## src/rtl/uart_pkg.sv

```systemverilog
`default_nettype none
// ============================================================================
// uart_pkg : receiver state encoding and baud constants shared by the UART.
// Revision : 1.0
// ============================================================================
package uart_pkg;

    localparam int CLKS_PER_BIT_115200 = 868;

    typedef enum logic [2:0] {
        ST_IDLE  = 3'd0,
        ST_START = 3'd1,
        ST_DATA  = 3'd2,
        ST_STOP  = 3'd3,
        ST_BREAK = 3'd4
    } rx_state_t;

endpackage
`default_nettype wire

```

## src/rtl/uart_rx_core.sv

```systemverilog
`default_nettype none
// ============================================================================
// uart_rx_core : 8N1 deserialiser with 2-flop synchroniser and mid-bit sampling.
// Revision     : 1.0
// ============================================================================
module uart_rx_core
    import uart_pkg::*;
#(
    parameter int CLKS_PER_BIT = CLKS_PER_BIT_115200
) (
    input  logic       clk,
    input  logic       reset_n,
    input  logic       rx,
    output logic [7:0] rx_byte,
    output logic       byte_valid,
    output logic       frame_err
);

    localparam int             c_bw   = $clog2(CLKS_PER_BIT);
    localparam logic [c_bw-1:0] c_full = c_bw'(CLKS_PER_BIT - 1);
    localparam logic [c_bw-1:0] c_half = c_bw'(CLKS_PER_BIT / 2 - 1);

    logic            r_rx_m;
    logic            r_rx_s;
    rx_state_t       r_state;
    rx_state_t       w_state;
    logic [c_bw-1:0] r_cnt;
    logic [c_bw-1:0] w_cnt;
    logic [2:0]      r_idx;
    logic [2:0]      w_idx;
    logic [7:0]      r_shift;
    logic [7:0]      w_shift;
    logic            w_tick;
    logic            w_frame_err;

    always_ff @(posedge clk) begin
        if (!reset_n) begin
            r_rx_m    <= 1'b1;
            r_rx_s    <= 1'b1;
            r_state   <= ST_IDLE;
            r_cnt     <= '0;
            r_idx     <= '0;
            r_shift   <= '0;
            frame_err <= 1'b0;
        end else begin
            r_rx_m    <= rx;
            r_rx_s    <= r_rx_m;
            r_state   <= w_state;
            r_cnt     <= w_cnt;
            r_idx     <= w_idx;
            r_shift   <= w_shift;
            frame_err <= w_frame_err;
        end
    end

    assign w_tick  = (r_cnt == '0) && (r_state != ST_IDLE);
    assign rx_byte = r_shift;

    always_comb begin
        w_state     = r_state;
        w_cnt       = r_cnt;
        w_idx       = r_idx;
        w_shift     = r_shift;
        byte_valid  = 1'b0;
        w_frame_err = 1'b0;
        if ((r_state != ST_IDLE) && !w_tick) begin
            w_cnt = r_cnt - 1'b1;
        end
        case (r_state)
            ST_IDLE: begin
                if (!r_rx_s) begin
                    w_cnt   = c_half;
                    w_state = ST_START;
                end
            end
            ST_START: begin
                // A start bit that is gone by its midpoint was a glitch.
                if (w_tick) begin
                    if (!r_rx_s) begin
                        w_cnt   = c_full;
                        w_idx   = '0;
                        w_state = ST_DATA;
                    end else begin
                        w_state = ST_IDLE;
                    end
                end
            end
            ST_DATA: begin
                if (w_tick) begin
                    w_shift[r_idx] = r_rx_s;
                    w_cnt          = c_full;
                    if (r_idx == 3'd7) begin
                        w_state = ST_STOP;
                    end else begin
                        w_idx = r_idx + 3'd1;
                    end
                end
            end
            ST_STOP: begin
                if (w_tick) begin
                    if (r_rx_s) begin
                        byte_valid = 1'b1;
                        w_state    = ST_IDLE;
                    end else begin
                        w_frame_err = 1'b1;
                        w_state     = ST_BREAK;
                    end
                end
            end
            ST_BREAK: begin
                if (r_rx_s) begin
                    w_state = ST_IDLE;
                end
            end
            default: w_state = ST_IDLE;
        endcase
    end

endmodule
`default_nettype wire

```

## src/rtl/uart_fifoed_recv.sv

```systemverilog
`default_nettype none
// ============================================================================
// uart_fifoed_recv : UART 8N1 receiver feeding a show-ahead byte FIFO.
// Revision         : 1.0
// ============================================================================
module uart_fifoed_recv
    import uart_pkg::*;
#(
    parameter int CLKS_PER_BIT = CLKS_PER_BIT_115200,
    parameter int FIFO_AW      = 4,
    parameter int AFULL_LEVEL  = 12
) (
    input  logic       clk_100MHz,
    input  logic       reset_n,
    input  logic       RX,
    input  logic       rd_en,
    output logic [7:0] dat,
    output logic       fifo_empty,
    output logic       fifo_afull,
    output logic       fifo_full,
    output logic       frame_err,
    output logic       overrun
);

    localparam int                 c_depth = 2 ** FIFO_AW;
    localparam logic [FIFO_AW:0]   c_full  = (FIFO_AW + 1)'(c_depth);
    localparam logic [FIFO_AW:0]   c_afull = (FIFO_AW + 1)'(AFULL_LEVEL);

    logic [7:0]         w_rx_byte;
    logic               w_byte_valid;
    logic [7:0]         r_mem [c_depth];
    logic [FIFO_AW-1:0] r_wr_ptr;
    logic [FIFO_AW-1:0] r_rd_ptr;
    logic [FIFO_AW:0]   r_count;
    logic               w_pop;
    logic               w_push;

    uart_rx_core #(
        .CLKS_PER_BIT (CLKS_PER_BIT)
    ) u_rx_core (
        .clk        (clk_100MHz),
        .reset_n    (reset_n),
        .rx         (RX),
        .rx_byte    (w_rx_byte),
        .byte_valid (w_byte_valid),
        .frame_err  (frame_err)
    );

    assign fifo_empty = (r_count == '0);
    assign fifo_full  = (r_count == c_full);
    assign fifo_afull = (r_count >= c_afull);
    assign dat        = r_mem[r_rd_ptr];

    // A pop in the same cycle frees the slot, so a full FIFO still accepts.
    assign w_pop  = rd_en && !fifo_empty;
    assign w_push = w_byte_valid && (!fifo_full || w_pop);

    always_ff @(posedge clk_100MHz) begin
        if (w_push) begin
            r_mem[r_wr_ptr] <= w_rx_byte;
        end
    end

    always_ff @(posedge clk_100MHz) begin
        if (!reset_n) begin
            r_wr_ptr <= '0;
            r_rd_ptr <= '0;
            r_count  <= '0;
            overrun  <= 1'b0;
        end else begin
            overrun <= w_byte_valid && fifo_full && !w_pop;
            if (w_push) begin
                r_wr_ptr <= r_wr_ptr + 1'b1;
            end
            if (w_pop) begin
                r_rd_ptr <= r_rd_ptr + 1'b1;
            end
            case ({w_push, w_pop})
                2'b10:   r_count <= r_count + 1'b1;
                2'b01:   r_count <= r_count - 1'b1;
                default: r_count <= r_count;
            endcase
        end
    end

endmodule
`default_nettype wire

```

## config.mk

```make
export PLATFORM = sky130hd
export DESIGN_NAME = uart_fifoed_recv
export DESIGN_NICKNAME = d
export VERILOG_FILES = /design/src/rtl/uart_pkg.sv /design/src/rtl/uart_rx_core.sv /design/src/rtl/uart_fifoed_recv.sv
export SDC_FILE = /design/constraint.sdc
export NUM_CORES = 1
export LEC_CHECK = 0
export ABC_AREA = 0
export CAP_MARGIN = 20
export CORE_UTILIZATION = 50
export DETAILED_ROUTE_END_ITERATION = 6
export HOLD_SLACK_MARGIN = 0.02
export PLACE_DENSITY = 0.74
export SLEW_MARGIN = 20
export SYNTH_ARGS = -nofsm -noshare
export SYNTH_HDL_FRONTEND = slang
export SYNTH_SLANG_ARGS = --single-unit
```

## constraint.sdc

```tcl
create_clock -name clk_100MHz -period 3 [get_ports clk_100MHz]
set_clock_uncertainty 0.1 [all_clocks]
set_input_delay 0.75 -clock clk_100MHz [delete_from_list [all_inputs] [get_ports clk_100MHz]]
set_output_delay 0.75 -clock clk_100MHz [all_outputs]
set_load 0.05 [all_outputs]
```

==> results of run 1 <==
==> registers in the layout (all words and copies together) (netlist names), 3 cells and up, named ones only <==
signal,flops
u_rx_core.r_state,3
r_wr_ptr,4
u_rx_core.rx_byte,8
r_count,5
u_rx_core.r_idx,3
u_rx_core.r_cnt,10
r_rd_ptr,4
r_mem,128
==> logic make-up (layout without fill, tap and decap cells) <==
family | after synthesis | after routing | synth area share (%)
DFF | 173 | 173 | 66.3
and+or+nand+nor | 143 | 143 | 10.7
muxes | 50 | 50 | 14.0
AOI/OAI and AO/OA | 41 | 41 | 3.78
buffers and inverters | 29 | 89 | 1.63
xor gates and xnor gates | 16 | 16 | 1.96
adders and majority gates | 9 | 9 | 1.57
==> power by group through the flow <==
stage | combinational [mW] | clock [mW] | sequential (mW)
6_report | 1.46 | 2.04 | 2.69
5_1_grt | 1.57 | 2.17 | 2.70
2_1_floorplan | 1.09 | 0 | 2.70
3_3_place_gp | 1.39 | 0 | 2.75
4_1_cts | 1.47 | 2.08 | 2.69
3_5_place_dp | 1.41 | 0 | 2.75
==> routing by layer <==
| metal | up-vias | part of all wire (%) | wire [um] |
|---|---|---|---|
| met5 | - | 0 | 0 |
| met1 | 2007 | 42 | 5620 |
| met2 | 108 | 51 | 6830 |
| met3 | 20 | 4.3 | 571 |
| met4 | 0 | 2.0 | 264 |
| li1 | 1870 | - | - |
==> what timing repair did <==
action                     in CTS  in global routing
gates cloned                    0                  0
buffers inserted                1                  0
gates resized for setup         9                  0
setup endpoints to repair       8                  8
==> final cells by class <==
class	instances	area [um2]
Multi-Input combinational cell	259	2300
Clock inverter	15	131
Clock buffer	17	425
Fill cell	1020	5620
Sequential cell	173	4750
Timing Repair Buffer	52	473
Inverter	5	18.8
Tap cell	180	225
==> layout by cell type (no fill, tap or decap), types with 10 or more instances in the layout <==
cell,n
a21boi_0,10
and2_1,10
buf_4,35
clkbuf_16,17
dfxtp_1,44
edfxtp_1,128
mux4_2,40
nand2_1,29
nand2b_1,10
nor2_1,30
nor3_1,15
xnor2_1,14
==> stage by stage <==
stage	util [%]	hold WS, ns	area, um2	std cells	worst slack [ns]
after floorplan	-	0.286	7150	461	0.187
after global placement	55.4	0.302	7720	668	0.108
after detailed placement	55.4	0.328	7720	668	0.0561
after CTS	59.7	0.348	8310	701	-0.0570
after global routing	59.7	0.374	8320	701	-0.0988
final	59.7	0.335	8320	701	-0.0341
==> how the worst min path moves through the flow <==
| stage | end | slack (ns) | depth (start not counted) |
|---|---|---|---|
| 2_1_floorplan | u_rx_core.r_rx_s$_SDFF_PN1_ | 0.29 | 1 |
| 3_3_place_gp | u_rx_core.r_rx_s$_SDFF_PN1_ | 0.30 | 1 |
| 3_5_place_dp | u_rx_core.r_rx_s$_SDFF_PN1_ | 0.33 | 1 |
| 4_1_cts | u_rx_core.r_rx_s$_SDFF_PN1_ | 0.35 | 1 |
| 5_1_grt | u_rx_core.r_rx_s$_SDFF_PN1_ | 0.37 | 1 |
| 6_report | u_rx_core.r_rx_s$_SDFF_PN1_ | 0.34 | 1 |
==> summary.log, run 1 <==
INFO  power          power.density_cell_area=744nW/um2
INFO  placement      dp_hpwl=9150um
INFO  worst_hold_path min-delay-path-class=reg -> reg
INFO  power          netSwitchingPower=1.78mW
INFO  placement      gp_routability_congestion=0.822
INFO  sta            tns=-0.168ns
INFO  sta            maxSlewViolCount=0
INFO  floorplanning  die-area=14800um2
INFO  worst_setup_path critPathMostFrequentCell=mux4_2
INFO  grt            track_usage=19.9%
INFO  cts            clock_tree.buffer_depth=2
INFO  synthesis      synthesis.area_per_instance=15.5um2
INFO  finish         layout-drive-gt1-share=24.4%
INFO  floorplanning  initial_cell_density_of_the_core=51.3%
INFO  worst_setup_path category_of_the_most_critical_setup_path=reg -> out
INFO  finish         area_growth=16.3%
INFO  power          power.ir.vdd_worst=0.000734V
INFO  worst_setup_path worst_r2r_startpoint=r_count[1]$_SDFFE_PN0P_
INFO  worst_setup_path cp_max_fo=11
INFO  routing        post-route-drc-count=1
INFO  power          p_seq_share=43.4%
INFO  power          power.leakage=2.75nW
INFO  run_status     violated_checks=DRC, setup timing
INFO  routing        routed_wl=13300um
INFO  cts            cts_root_buffer=clkbuf_16
INFO  worst_setup_path cell_breakdown_of_the_critical_path=buf_12, mux4_2, mux4_2, buf_6
INFO  grt            via_count_of_the_first_global_routing_pass=4067
INFO  finish         layout.nets=521
INFO  synthesis      synth_sequential_area_ratio=66.3%
INFO  cts            worst_setup_hold_path_clk_slew=0.07ns
INFO  synthesis      yosys_warnings=0
INFO  floorplanning  core_area=13900um2
INFO  worst_setup_path buffer_and_inverter_count_on_the_worst_path=2
INFO  routing        drt-initial-drc-count=388
INFO  power          power=6.19mW
INFO  synthesis      post_synth_inst_count=461
INFO  cts            numCtsBuffers=17
INFO  power          sw_frac_of_total=28.8%
INFO  sta            setup_viol=8
INFO  worst_setup_path timing.critical_path.depth=4
INFO  floorplanning  rows=43
INFO  synthesis      synth_top_cell_by_area=edfxtp_1
INFO  synthesis      netlist_area=7150um2
INFO  sta            setup_slack=-0.0341ns
INFO  cts            cts.hold.buffers_added=0
INFO  synthesis      asyncSetResetFlopFracSynth=0%
INFO  grt            gr-usage-met2=33.7%
INFO  synthesis      synth_top_cells_by_count=edfxtp_1 (128), dfxtp_1 (45), mux4_2 (40), nor2_1 (30), nand2_1 (29)
INFO  cts            tritoncts_num_sinks=173
INFO  grt            use_met3=3.89%
INFO  worst_setup_path reg2reg_slack=0.29ns
INFO  synthesis      netlist_top_cells_area=edfxtp_1 (54%), dfxtp_1 (13%), mux4_2 (13%), xnor2_1 (1.7%), ha_1 (1.6%)
INFO  grt            grt-busiest-layer=met2
INFO  worst_setup_path worst_setup_path_endpoint=dat[5]
INFO  sta            finalCritPeriodShare=101%
INFO  routing        route.detailed.vias_per_inst=5.71
INFO  sta            final.min_clock_period=3.03ns
INFO  worst_hold_path hold_path.startpoint=u_rx_core.r_rx_m$_SDFF_PN1_
INFO  synthesis      mappedNetlistNets=474
INFO  run_status     run_status=finished, violations left
INFO  power          comb_power_share=23.5%
INFO  synthesis      yosys.cell_count.top_type=edfxtp_1
INFO  grt            grt.overflow.total=0
INFO  worst_setup_path required=2.15ns
INFO  worst_setup_path regToRegEndpoint=r_count[4]$_SDFFE_PN0P_
INFO  sta            slew-limit-headroom=32.1%
INFO  floorplanning  floorplan.die.width=122um
INFO  cts            cts_tree=built
INFO  finish         antenna-diode-count=0
INFO  synthesis      synth_top_area_share=53.7%
INFO  grt            grtUsageMet1=25.3%
INFO  power          clockPowerShare=33.0%
INFO  floorplanning  number_of_primary_i_o_pins=17
INFO  sta            timing_worst_slew_pin_value=1.01ns
INFO  cts            htree_levels=4
INFO  routing        detail_route.wl_per_cell=19.0um
INFO  routing        antenna_left=0
INFO  routing        detailedRoute.firstPassIterationCount=7
INFO  grt            grt_max_degree=33
INFO  synthesis      ys_ff_latch=173
INFO  grt            antenna_violations_before_repair=0
INFO  grt            grt_first_pass_wirelength=21400um
INFO  power          cell_internal_power=4.41mW
INFO  floorplanning  floorplan.die.height=122um
INFO  worst_setup_path endpoint_kind=primary output
INFO  worst_setup_path crit_arrival=2.18ns
INFO  sta            max_freq=330MHz
INFO  synthesis      number_of_synthesized_flops_with_an_enable_pin=128
INFO  flow_run       timing.max_cap.violations=0
INFO  placement      io_buffer_count=16
INFO  synthesis      synth_ff_type=edfxtp_1
INFO  worst_setup_path setup.worst_path.start_class=flop
INFO  worst_setup_path longest_individual_stage_delay_on_the_worst_path=0.54ns
INFO  routing        detailroute.via_count=4005
INFO  worst_setup_path crit_family=multiplexers
INFO  sta            grt_setup_unrepaired=yes
INFO  cts            clk_latency=0.42ns
INFO  sta            finalHoldViolations=0
INFO  worst_setup_path crit_path_top_delay_cell=mux4_2
INFO  worst_setup_path timing.reg2reg.worst_path_depth=8
INFO  synthesis      yosys.cell_types.count=46
Power figures use the tool's default switching activity.
==> run 2, diff against run 1 <==
--- a/config.mk
+++ b/config.mk
@@ -10,8 +10,9 @@
 export CORE_UTILIZATION = 50
 export DETAILED_ROUTE_END_ITERATION = 6
 export HOLD_SLACK_MARGIN = 0.02
-export PLACE_DENSITY = 0.74
+export PLACE_DENSITY = 0.73
 export SLEW_MARGIN = 20
 export SYNTH_ARGS = -nofsm -noshare
 export SYNTH_HDL_FRONTEND = slang
+export SYNTH_HIERARCHICAL = 1
 export SYNTH_SLANG_ARGS = --single-unit
==> summary.log, run 2 <==
INFO  synthesis      synth_top_cells_by_count=edfxtp_1 (128), dfxtp_1 (45), mux4_2 (40), nor2_1 (23), nand2_1 (22)
INFO  run_status     violated_checks=setup timing
INFO  finish         final_area=8540um2
INFO  cts            htree_levels=4
INFO  worst_hold_path min-delay-path-class=reg -> reg
INFO  grt            track_usage=20.5%
INFO  placement      io_buffer_count=16
INFO  synthesis      netlist_top_cells_area=edfxtp_1 (52%), dfxtp_1 (12%), mux4_2 (12%), ha_1 (1.9%), mux2i_1 (1.2%)
INFO  floorplanning  die-area=15200um2
INFO  floorplanning  floorplan.die.height=123um
INFO  routing        route.detailed.vias_per_inst=5.89
INFO  sta            tns=-0.776ns
INFO  power          power.density_cell_area=763nW/um2
INFO  placement      place_area=7830um2
INFO  finish         layout.cells.most_common=edfxtp_1
INFO  floorplanning  rows=43
INFO  routing        detailedRoute.firstPassIterationCount=5
INFO  sta            max_freq=321MHz
INFO  synthesis      number_of_synthesized_flops_with_an_enable_pin=128
INFO  sta            final.min_clock_period=3.11ns
INFO  cts            clock_tree.buffer_depth=2
INFO  sta            finalHoldViolations=0
INFO  power          power.ir.vdd_worst=0.000923V
INFO  synthesis      synth_top_area_share=52.3%
INFO  grt            via_count_of_the_first_global_routing_pass=4175
INFO  synthesis      yosys.cell_types.count=57
INFO  worst_setup_path required=2.15ns
INFO  cts            tritoncts_num_sinks=173
INFO  synthesis      mappedNetlistNets=487
INFO  power          power.leakage=2.92nW
INFO  placement      gp_routability_congestion=0.875
INFO  routing        antenna_left=0
INFO  cts            worst_setup_hold_path_clk_slew=0.06ns
INFO  routing        detail_route.wl_per_cell=20.3um
INFO  worst_setup_path category_of_the_most_critical_setup_path=reg -> out
INFO  worst_setup_path setup.worst_path.start_class=flop
INFO  synthesis      asyncSetResetFlopFracSynth=0%
INFO  grt            grt_first_pass_wirelength=22300um
INFO  grt            antenna_violations_before_repair=0
INFO  flow_run       timing.max_cap.violations=0
INFO  synthesis      synth_ff_type=edfxtp_1
INFO  floorplanning  floorplan.die.width=123um
INFO  finish         area_growth=16.3%
INFO  grt            grt.overflow.total=0
INFO  run_status     run_status=finished, violations left
INFO  sta            finalCritPeriodShare=104%
INFO  finish         most-common-layout-cells=edfxtp_1 (128), dfxtp_1 (44), mux4_2 (40)
INFO  floorplanning  initial_cell_density_of_the_core=52.1%
INFO  cts            clk_latency=0.43ns
INFO  finish         layout.nets=525
INFO  grt            grt_max_degree=33
INFO  worst_setup_path endpoint_kind=primary output
INFO  synthesis      yosys_warnings=6
INFO  routing        post-route-drc-count=0
INFO  floorplanning  core_area=14100um2
INFO  sta            slew-limit-headroom=55.2%
INFO  cts            numCtsBuffers=17
INFO  synthesis      ys_ff_latch=173
INFO  synthesis      post_synth_inst_count=472
INFO  finish         num-fill-cells=1052
INFO  sta            maxSlewViolCount=0
INFO  floorplanning  number_of_primary_i_o_pins=17
INFO  synthesis      synth_top_cell_by_area=edfxtp_1
INFO  worst_setup_path crit_arrival=2.26ns
INFO  worst_setup_path cp_max_fo=7
INFO  finish         max_flop_register=r_mem
INFO  routing        detailroute.via_count=4142
INFO  sta            grt_setup_unrepaired=yes
INFO  finish         layout-drive-gt1-share=25.2%
INFO  synthesis      synthesis.area_per_instance=15.6um2
INFO  sta            setup_viol=8
INFO  finish         finalCoreUtilization=60.6%
INFO  cts            cts_root_buffer=clkbuf_16
INFO  synthesis      netlist_area=7350um2
INFO  finish         antenna-diode-count=0
INFO  sta            setup_slack=-0.115ns
INFO  synthesis      synth_sequential_area_ratio=64.6%
INFO  synthesis      yosys.cell_count.top_type=edfxtp_1
INFO  finish         number_of_flip_flops_under_the_largest_register_name=128
INFO  sta            timing_worst_slew_pin_value=0.672ns
INFO  routing        routed_wl=14300um
INFO  placement      dp_hpwl=9280um
INFO  routing        drt-initial-drc-count=258
INFO  cts            cts_tree=built
[run 2: cell types whose count changed after synthesis, moves of 4 or more]
cell / change
inv_1: +5
nand3_1: +5
and2_1: -5
nor2_1: -7
nand2_1: -7
and3_1: +5
xnor2_1: -11
a21oi_1: +4
and4_1: +4
[run 2: repair_timing]
action,CTS,global route
cloned,1,1
endpoints found under the setup margin,9,35
setup buffers,3,1
resized for setup,11,9
hold buffers,0,0
[run 2: cell families (layout without fill, tap and decap cells)]
kind of cell | after synthesis | after routing | share of synthesized area (%)
mux | 50 | 50 | 13.8
compound gates | 58 | 58 | 5.72
flops | 173 | 173 | 64.6
simple gates | 139 | 139 | 11.2
buf+inv | 34 | 85 | 2.03
xor+xnor | 7 | 7 | 0.834
fa+ha+maj | 11 | 11 | 1.87
[run 2: worst max-delay path: stages, from the launching register on]
cell and delay [ns]:
dfxtp_4 0.46, clkbuf_16 0.19, mux4_2 0.50, mux4_2 0.51, buf_6 0.17
[run 2: where the power goes]
group          leakage, nW  internal, mW  switching [mW]
combinational         1.10         0.787           0.859
clock                0.272          1.22           0.908
sequential            1.55          2.61           0.136
total                 2.92          4.62            1.90
[run 2: final timing paths]
path / end / start / slack [ns] / depth (start not counted)
worst max-delay path: dat[5] / flop / -0.11 / 4
worst min-delay path: u_rx_core/r_rx_s$_SDFF_PN1_ / u_rx_core/r_rx_m$_SDFF_PN1_ / 0.32 / 1
worst max register to register: r_count[4]$_SDFFE_PN0P_ / u_rx_core/r_cnt[0]$_SDFF_PN0_ / 0.10 / 14
worst min register to register: u_rx_core/r_rx_s$_SDFF_PN1_ / u_rx_core/r_rx_m$_SDFF_PN1_ / 0.32 / 1
[run 2: stage by stage]
step / hold slack, ns / power [mW] / cells / setup WS [ns]
after CTS: 0.326 / 6.50 / 702 / -0.155
after global routing: 0.342 / 6.78 / 703 / -0.187
after global placement: 0.291 / 4.27 / 666 / 0.0772
after floorplan: 0.286 / 3.90 / 472 / 0.0236
final: 0.320 / 6.52 / 703 / -0.115
after detailed placement: 0.303 / 4.29 / 666 / -0.00136
[run 2: layout make-up]
type / instances / area [um2] / share of cell area [%]
timing repair buffer: 43 / 464 / 5.43
multi-input combinational: 265 / 2490 / 29.2
clock inverter: 14 / 144 / 1.68
tap: 180 / 225 / 2.64
inverter: 10 / 37.5 / 0.439
sequential: 173 / 4750 / 55.6
clock buffer: 18 / 429 / 5.02
[run 2: metal layers]
layer	wire, um	up-vias	global-route usage [%]
met5	0	-	0
met1	6040	2072	25.5
met2	7380	118	35.0
met3	658	14	5.21
met4	192	0	6.33
li1	-	1938	-
==> run 3, diff against run 2 <==
--- a/config.mk
+++ b/config.mk
@@ -11,7 +11,6 @@
 export DETAILED_ROUTE_END_ITERATION = 6
 export HOLD_SLACK_MARGIN = 0.02
 export PLACE_DENSITY = 0.73
-export SLEW_MARGIN = 20
 export SYNTH_ARGS = -nofsm -noshare
 export SYNTH_HDL_FRONTEND = slang
 export SYNTH_HIERARCHICAL = 1
==> results of run 3 <==
No change in the layout: final DEF, timing and power equal those of run 2.
